`config.mk`:
```
export PLATFORM = sky130hd
export DESIGN_NAME = cov_monitor_flat
export DESIGN_NICKNAME = d
export VERILOG_FILES = /design/src/rtl/cov_monitor_if.sv /design/src/rtl/cov_monitor.sv /design/src/flat_wrapper.sv
export SDC_FILE = /design/constraint.sdc
export NUM_CORES = 1
export LEC_CHECK = 0
export CORE_MARGIN = 3
export CORE_UTILIZATION = 51
export DETAILED_ROUTE_END_ITERATION = 6
export HOLD_SLACK_MARGIN = 0.03
export PLACE_DENSITY = 0.87
export SLEW_MARGIN = 20
export SYNTH_ARGS = -nofsm -noshare
export SYNTH_HDL_FRONTEND = slang
export SYNTH_SLANG_ARGS = --single-unit
```
`constraint.sdc`:
```
create_clock -name CLK -period 2.1 [get_ports CLK]
set_clock_uncertainty 0.05 [all_clocks]
set_input_delay 0.42 -clock CLK [delete_from_list [all_inputs] [get_ports CLK]]
set_output_delay 0.42 -clock CLK [all_outputs]
set_load 0.01 [all_outputs]
```
`src/rtl/cov_monitor_if.sv`:
```
// Signal bundle between a stimulus/response source and the coverage monitor.
// The master side drives stimulus, responses and clr; the slave side returns statistics.
interface cov_monitor_if #(
    parameter int CNT_W = 8
);
    logic             a;
    logic             b;
    logic             c;
    logic             out1;
    logic             out2;
    logic             out3;
    logic             clr;
    logic [CNT_W-1:0] cnt_out1;
    logic [CNT_W-1:0] cnt_out2;
    logic [CNT_W-1:0] cnt_out3;
    logic [7:0]       bins_hit;
    logic             all_bins;
    logic             locked;
    logic             err_comb;
    logic             err_seq;

    modport master (
        output a, b, c, out1, out2, out3, clr,
        input  cnt_out1, cnt_out2, cnt_out3, bins_hit, all_bins, locked, err_comb, err_seq
    );

    modport slave (
        input  a, b, c, out1, out2, out3, clr,
        output cnt_out1, cnt_out2, cnt_out3, bins_hit, all_bins, locked, err_comb, err_seq
    );
endinterface

```
`src/rtl/cov_monitor.sv`:
```
// Coverage/protocol monitor: checks out1/out2 against a,b,c, counts response hits,
// records input bins and tracks phase lock to a period-3 out3 pulse train.
module cov_monitor #(
    parameter int CNT_W   = 8,
    parameter int SYNC_TO = 4
) (
    input  logic            CLK,
    input  logic            RSTn,
    cov_monitor_if.slave    bus
);
    localparam int TO_W = (SYNC_TO > 1) ? $clog2(SYNC_TO) : 1;
    localparam logic [TO_W-1:0] TO_LAST = TO_W'(SYNC_TO - 1);

    typedef enum logic [1:0] {
        SYNC = 2'd0,
        E0A  = 2'd1,
        E0B  = 2'd2,
        E1   = 2'd3
    } seq_state_e;

    // Saturating increment: holds at all-ones instead of wrapping.
    function automatic logic [CNT_W-1:0] sat_inc(input logic [CNT_W-1:0] v, input logic hit);
        logic [CNT_W-1:0] r;
        if (hit && (v != {CNT_W{1'b1}})) begin
            r = v + CNT_W'(1'b1);
        end else begin
            r = v;
        end
        return r;
    endfunction

    logic [CNT_W-1:0] cnt1_q, cnt1_d;
    logic [CNT_W-1:0] cnt2_q, cnt2_d;
    logic [CNT_W-1:0] cnt3_q, cnt3_d;
    logic [7:0]       bins_q, bins_d;
    logic             all_bins_q, all_bins_d;
    logic             err_comb_q, err_comb_d;
    logic             err_seq_q, err_seq_d;
    logic             locked_q, locked_d;
    seq_state_e       state_q, state_d;
    logic [TO_W-1:0]  to_cnt_q, to_cnt_d;
    logic             seq_err_s;
    logic             comb_err_s;
    logic [2:0]       abc_s;

    assign abc_s      = {bus.a, bus.b, bus.c};
    assign comb_err_s = (bus.out1 != (bus.a & bus.b & bus.c)) ||
                        (bus.out2 != (bus.a & bus.b & ~bus.c));

    // Sequence FSM next state and timeout counter.
    always_comb begin
        state_d   = state_q;
        to_cnt_d  = to_cnt_q;
        seq_err_s = 1'b0;
        if (bus.clr) begin
            state_d  = SYNC;
            to_cnt_d = '0;
        end else begin
            case (state_q)
                SYNC: begin
                    if (bus.out3) begin
                        state_d  = E0A;
                        to_cnt_d = '0;
                    end else if (to_cnt_q == TO_LAST) begin
                        seq_err_s = 1'b1;
                        to_cnt_d  = '0;
                    end else begin
                        to_cnt_d = to_cnt_q + TO_W'(1'b1);
                    end
                end
                E0A, E0B: begin
                    if (bus.out3) begin
                        seq_err_s = 1'b1;
                        state_d   = SYNC;
                        to_cnt_d  = '0;
                    end else begin
                        state_d = (state_q == E0A) ? E0B : E1;
                    end
                end
                E1: begin
                    to_cnt_d = '0;
                    if (bus.out3) begin
                        state_d = E0A;
                    end else begin
                        seq_err_s = 1'b1;
                        state_d   = SYNC;
                    end
                end
                default: begin
                    state_d  = SYNC;
                    to_cnt_d = '0;
                end
            endcase
        end
    end

    // Statistics and sticky error next state; clr wins over sampling.
    always_comb begin
        cnt1_d     = cnt1_q;
        cnt2_d     = cnt2_q;
        cnt3_d     = cnt3_q;
        bins_d     = bins_q;
        err_comb_d = err_comb_q;
        err_seq_d  = err_seq_q;
        if (bus.clr) begin
            cnt1_d     = '0;
            cnt2_d     = '0;
            cnt3_d     = '0;
            bins_d     = 8'h00;
            err_comb_d = 1'b0;
            err_seq_d  = 1'b0;
        end else begin
            cnt1_d           = sat_inc(cnt1_q, bus.out1);
            cnt2_d           = sat_inc(cnt2_q, bus.out2);
            cnt3_d           = sat_inc(cnt3_q, bus.out3);
            bins_d[abc_s]    = 1'b1;
            err_comb_d       = err_comb_q | comb_err_s;
            err_seq_d        = err_seq_q | seq_err_s;
        end
        all_bins_d = (bins_d == 8'hFF);
        locked_d   = (state_d != SYNC);
    end

    // State registers; all outputs come straight from these flops.
    always_ff @(posedge CLK or negedge RSTn) begin
        if (!RSTn) begin
            cnt1_q     <= '0;
            cnt2_q     <= '0;
            cnt3_q     <= '0;
            bins_q     <= 8'h00;
            all_bins_q <= 1'b0;
            err_comb_q <= 1'b0;
            err_seq_q  <= 1'b0;
            locked_q   <= 1'b0;
            state_q    <= SYNC;
            to_cnt_q   <= '0;
        end else begin
            cnt1_q     <= cnt1_d;
            cnt2_q     <= cnt2_d;
            cnt3_q     <= cnt3_d;
            bins_q     <= bins_d;
            all_bins_q <= all_bins_d;
            err_comb_q <= err_comb_d;
            err_seq_q  <= err_seq_d;
            locked_q   <= locked_d;
            state_q    <= state_d;
            to_cnt_q   <= to_cnt_d;
        end
    end

    assign bus.cnt_out1 = cnt1_q;
    assign bus.cnt_out2 = cnt2_q;
    assign bus.cnt_out3 = cnt3_q;
    assign bus.bins_hit = bins_q;
    assign bus.all_bins = all_bins_q;
    assign bus.locked   = locked_q;
    assign bus.err_comb = err_comb_q;
    assign bus.err_seq  = err_seq_q;
endmodule

```
`src/flat_wrapper.sv`:
```
// flat-port wrapper written by rule: the top's interface ports become plain ports
module cov_monitor_flat 
#(
    parameter int CNT_W   = 8,
    parameter int SYNC_TO = 4
)
  (CLK, RSTn, bus_a, bus_b, bus_c, bus_out1, bus_out2, bus_out3, bus_clr, bus_cnt_out1, bus_cnt_out2, bus_cnt_out3, bus_bins_hit, bus_all_bins, bus_locked, bus_err_comb, bus_err_seq);
  cov_monitor_if #(.CNT_W(CNT_W)) bus_i ();
  input  logic CLK;
  input  logic RSTn;
  input wire logic [$bits(bus_i.a)-1:0] bus_a;
  input wire logic [$bits(bus_i.b)-1:0] bus_b;
  input wire logic [$bits(bus_i.c)-1:0] bus_c;
  input wire logic [$bits(bus_i.out1)-1:0] bus_out1;
  input wire logic [$bits(bus_i.out2)-1:0] bus_out2;
  input wire logic [$bits(bus_i.out3)-1:0] bus_out3;
  input wire logic [$bits(bus_i.clr)-1:0] bus_clr;
  output wire logic [$bits(bus_i.cnt_out1)-1:0] bus_cnt_out1;
  output wire logic [$bits(bus_i.cnt_out2)-1:0] bus_cnt_out2;
  output wire logic [$bits(bus_i.cnt_out3)-1:0] bus_cnt_out3;
  output wire logic [$bits(bus_i.bins_hit)-1:0] bus_bins_hit;
  output wire logic [$bits(bus_i.all_bins)-1:0] bus_all_bins;
  output wire logic [$bits(bus_i.locked)-1:0] bus_locked;
  output wire logic [$bits(bus_i.err_comb)-1:0] bus_err_comb;
  output wire logic [$bits(bus_i.err_seq)-1:0] bus_err_seq;
  assign bus_i.a = bus_a;
  assign bus_i.b = bus_b;
  assign bus_i.c = bus_c;
  assign bus_i.out1 = bus_out1;
  assign bus_i.out2 = bus_out2;
  assign bus_i.out3 = bus_out3;
  assign bus_i.clr = bus_clr;
  assign bus_cnt_out1 = bus_i.cnt_out1;
  assign bus_cnt_out2 = bus_i.cnt_out2;
  assign bus_cnt_out3 = bus_i.cnt_out3;
  assign bus_bins_hit = bus_i.bins_hit;
  assign bus_all_bins = bus_i.all_bins;
  assign bus_locked = bus_i.locked;
  assign bus_err_comb = bus_i.err_comb;
  assign bus_err_seq = bus_i.err_seq;
  cov_monitor #(.CNT_W(CNT_W), .SYNC_TO(SYNC_TO)) u_core (.CLK(CLK), .RSTn(RSTn), .bus(bus_i));
endmodule
```
# Yosys cells after proc, flatten, opt, wreduce, memory -nomap -nowiden
# Index checks and enable logic that the tools add are counted.
dict set report word_totals {
  out_inout_bits 36
  word_cells 73
  regBits 40
}
dict set report op_classes {
  mux 28
  addsub 4
  magnitude_cmp 2
  eq_ne 11
  n_bitwise 7
  n_reduce_logical 11
}
# op n
set op_table {}
lappend op_table {{$mux W8} 7}
lappend op_table {{$add A8 B1 Y8 const B} 3}
lappend op_table {{$ne A8 B8 Y1 const B} 3}
lappend op_table {{$mux W2} 7}
lappend op_table {{$pmux W2 S3} 2}
lappend op_table {{$mux W1} 10}
lappend op_table {{$eq A8 B8 Y1 const B} 1}
lappend op_table {{$or A8 B8 Y8} 1}
lappend op_table {{$reduce_bool A2 Y1} 4}
lappend op_table {{$eq A2 B2 Y1 const B} 3}
lappend op_table {{$logic_and A1 B1 Y1} 4}
lappend op_table {{$lt A3 B4 Y1 const B} 1}
lappend op_table {{$and A1 B1 Y1} 3}
lappend op_table {{$demux W1 S3} 1}
lappend op_table {{$ge A3 B1 Y1 const B} 1}
lappend op_table {{$ne A3 B3 Y1 const B} 1}
lappend op_table {{$pmux W1 S3} 1}
lappend op_table {{$add A2 B1 Y2 const B} 1}
lappend op_table {{$eq A2 B1 Y1 const B} 1}
lappend op_table {{$logic_not A2 Y1} 1}
lappend op_table {{$ne A1 B1 Y1} 2}
lappend op_table {{$or A1 B1 Y1} 2}
lappend op_table {{$reduce_or A2 Y1} 1}
lappend op_table {{$logic_or A1 B1 Y1} 1}
lappend op_table {{$not A1 Y1} 1}

# Logic depth before layout (Yosys ltp)
dict set report logic_depth {
  word_depth 7
  depth_mapped 6
}

# Worst setup path before layout
# No wires, ideal clock.
dict set report synth_path {
  path_type {reg-to-reg}
  start {register u_core.cnt3_q[0] (netlist: u_core.bus.cnt_out3[0])}
  end {register u_core.cnt3_q[0] (netlist: u_core.bus.cnt_out3[0])}
  setup_slack_ns 0.368
  period_less_slack_ns 1.732
  arrival_ns 1.558
  stages_incl_launch_ff 5
  required_ns 1.925
  path_buffers 0
  path_cell_list {dfrtp_1 ha_1 and4_1 a21boi_0 mux2_2}
}
dict set report synth_between {
  elab_chain_len 3
  word_cells_on_any_way 6
}
# item line
set synth_lines {}
lappend synth_lines {{start, declared} cov_monitor.sv:34} ;# logic [CNT_W-1:0] cnt3_q, cnt3_d;
lappend synth_lines {{start signal, assigned} cov_monitor.sv:140} ;# cnt3_q <= cnt3_d;
lappend synth_lines {{$add A8 B1 Y8 / $ne A8 B8 Y1 (equally long branches)} {cov_monitor.sv:25, cov_monitor.sv:24}}
lappend synth_lines {{$mux W8 / $logic_and A1 B1 Y1 (equally long branches)} cov_monitor.sv:24} ;# if (hit && (v != {CNT_W{1'b1}})) begin
lappend synth_lines {{$mux W8 / $reduce_bool A2 Y1 (equally long branches)} -}
# Parallel ways exist; a longest one is shown, timed or not. The select of a mux whose other input is x is not followed.
# A chain may end at the register's enable or synchronous reset.

# Worst setup path after layout
# Same ends and word-level chain as after synthesis.

==> out/qor.csv <==
stage,metric,value,unit
status,status,"complete, no violations",
place,dp_slack,0.0967,ns
critical_path,r2r-end,u_core.bus.cnt_out3[0],
timing,slew_headroom,66.1,%
place,portBuffers,44,
die,die_w,71.0,um
logic_synthesis,synth-edff-count,0,
power_and_ir_drop,powerDensity,558,nW/um2
cts,cts.sinks,40,
finish,n_fill_cell,328,
cts,ctsHoldBuffers,0,
cts,cts_tree,done,
power_and_ir_drop,p_leak,0.00120,uW
logic_synthesis,synth-async-reset-ratio,100,%
timing,tns,0,ns
power_and_ir_drop,swShare,26.3,%
finish,nets,285,
timing,rsz0062_at_grt,no,
critical_path,required,2.23,ns
logic_synthesis,synth_cell_types,46,
timing,period_share,88.8,%
finish,area_delta_synth_final,27.7,%
logic_synthesis,netlist_instances,218,
critical_path,endpoint_kind,register,
logic_synthesis,ys_seq_area_share,46.4,%
logic_synthesis,synthFlopType,dfrtp_1,
drt,drcViolationCount,0,
cts,clock_path_buffers,2,
critical_path,worst-setup-path-type,register to register,
power_and_ir_drop,combPwrFrac,14.5,%
logic_synthesis,syn_area,2160,um2
timing,fin_crit,1.87,ns
drt,drtPass1Iterations,4,
drt,wl,4660,um
die,core,4030,um2
timing,clock.fmax,536,MHz
job,drv_cap,0,
timing,finalSetupViolCount,0,
power_and_ir_drop,internal_power,1130,uW
critical_path,reg2regPathDepth,4,
critical_path,crit_fanout,6,
logic_synthesis,syn_area_per_cell,9.89,um2
die,fp.dieH,71.0,um
drt,vias_per_cell,5.93,
drt,ant_nets,0,
power_and_ir_drop,power.net_switching,404,uW
global_route,gr-usage-all-layers,20.1,%
cts,cts_buffers,5,
drt,wl_per_cell,14.7,um
place,place_congestion,0.871,
drt,vias,1885,
cts,post_cts_buffers,0,
cts,path_clk_slew,0.08,ns
timing,worst_slew_pin_slew,0.508,ns
cts,cts_resized,0,
timing,holdWs,0.135,ns
critical_path,startpoint_type,register,
finish,antenna_cells_inserted,0,
timing,timing.final.hold_violations,0,
critical_path,worst_path_max_delay_cell,dfrtp_1,
logic_synthesis,ys_seq_elements,40,
finish,post_route_cells_drive_above_1_share,8.21,%
global_route,grt_pass1_wl,8300,um
critical_path,startpoint,u_core.bus.cnt_out3[0],
die,start_util,53.5,%
min_path,hold_path.class,primary input to async pin,
critical_path,path_delay_family,flip-flops,
timing,layout_setup_ws,0.234,ns
power_and_ir_drop,clockPowerShare,31.8,%
die,row_count,23,
cts,htreeDepth,2,
die,fp.dieArea,5040,um2
die,ios,45,
power_and_ir_drop,vdd_drop_max,0.000598,V
cts,clock_latency,0.29,ns
finish,final_core_util,68.3,%
global_route,grt_max_degree,41,
global_route,grt_pass1_vias,1776,
critical_path,critical_path_arrival,1.99,ns
logic_synthesis,syn-num-nets,235,
global_route,grt_overflow,0,
power_and_ir_drop,power_frac_seq,53.7,%
critical_path,crit_chain,"ha_1, and4_1, a21boi_0, mux2_2",
critical_path,reg2reg_slack,0.23,ns
critical_path,crit_buf_inv,0,
global_route,antenna_found_initial,0,
place,post-dp-hpwl,3250,um
drt,drt_iter0_drc,139,
critical_path,slowest_delay,0.43,ns
critical_path,r2r_start,u_core.bus.cnt_out3[0],
timing,final_max_slew_viol_count,0,
cts,clock-root-buffer,clkbuf_8,
logic_synthesis,yosysWarningCount,0,
## logic make-up after synthesis
family / after synthesis / share of synthesized area [%]
and+or+nand+nor: 87 / 22.4
adders and majority gates: 8 / 4.64
DFF: 40 / 46.4
buffers and inverters: 21 / 3.89
AOI/OAI and AO/OA: 52 / 17.7
muxes: 10 / 4.93
## power groups by stage
stage | registers, uW | logic, uW | clock network, uW
final | 825 | 223 | 488
after global routing | 830 | 250 | 528
after CTS | 825 | 226 | 497
after detailed placement | 840 | 225 | 0
after global placement | 840 | 219 | 0
after floorplan | 847 | 103 | 0
## cell type report
class | count | area, um2 | share of cell area (%)
inverters | 12 | 45.0 | 1.64
clock inverters | 1 | 5.00 | 0.182
multi-input cells | 157 | 1070 | 38.9
flip-flops and latches | 40 | 1000 | 36.4
repair buffers | 52 | 495 | 18.0
clock buffers | 6 | 72.6 | 2.64
well taps | 50 | 62.6 | 2.27
## per-stage QoR
stage | area (um2) | power [uW] | std cells
floorplan | 2160 | 950 | 218
global placement | 2680 | 1060 | 311
detailed placement | 2680 | 1070 | 311
CTS | 2750 | 1550 | 318
global route | 2750 | 1610 | 318
finish | 2750 | 1540 | 318
## sequential cells by signal (all words and copies together) (netlist names), 2 cells and up
| signal | flops |
|---|---|
| u_core.state_q | 2 |
| u_core.bus.bins_hit | 8 |
| u_core.bus.cnt_out1 | 8 |
| u_core.bus.cnt_out2 | 8 |
| u_core.bus.cnt_out3 | 8 |
| u_core.to_cnt_q | 2 |
## worst reg2reg max path, delay by kind of cell, from the launching register on
kind	cells	cell delay, ns
DFF	1	0.43
and+or+nand+nor	1	0.26
muxes	1	0.38
AOI/OAI and AO/OA	1	0.34
adders and majority gates	1	0.28
## how the worst max path moves through the flow
stage | endpoint | slack (ns) | depth (start not counted)
final | u_core.bus.cnt_out3[0] | 0.23 | 4
after global routing | u_core.bus.cnt_out3[0] | 0.11 | 4
after CTS | u_core.bus.cnt_out3[0] | 0.23 | 4
after detailed placement | u_core.bus.cnt_out1[6] | 0.1 | 4
after global placement | u_core.bus.err_comb | 0.12 | 4
after floorplan | u_core.bus.cnt_out3[0] | 0.37 | 4
## synth_stat cells, types with 4 or more instances
cell type	n	area share, %
nor2_1	21	3.7
a21oi_1	11	2.6
ha_1	8	4.6
and4_1	4	1.6
nand2_1	11	1.9
nand3_1	7	1.6
buf_2	4	0.93
o21ai_0	4	0.93
a211oi_1	5	1.7
nor3_1	9	2.1
nand4_1	7	2.0
mux2i_1	5	2.3
a31oi_1	7	2.0
dfrtp_1	40	46
inv_1	12	2.1
nor2b_1	7	2.0
mux2_2	5	2.6
o211a_1	4	1.9
## layer usage
metal	vias up	part of all wire, %	global-route usage, %
met4	0	0.77	5.01
li1	922	-	-
met5	-	0	0
met1	914	47	28.1
met3	4	4.8	4.12
met2	45	48	32.2
## cells in the final DEF (no fill, tap or decap), types with 3 or more instances in the layout
cell and n:
nor3_1 9, and3_1 3, a21oi_1 11, dfrtp_1 40, a31oi_1 7, ha_1 8, nand4_1 7, inv_1 12
and4_1 4, nor3b_1 3, o311ai_0 3, nor2_1 21, nand3_1 7, nand2_1 11, a211oi_1 5, o41ai_1 3
a21boi_0 3, o21ai_0 4, nor2b_1 7, buf_4 8, mux2i_1 5, clkbuf_8 5, o211a_1 4, clkdlybuf4s50_1 43
mux2_2 5
No activity file was read; power rests on OpenSTA's default activity.
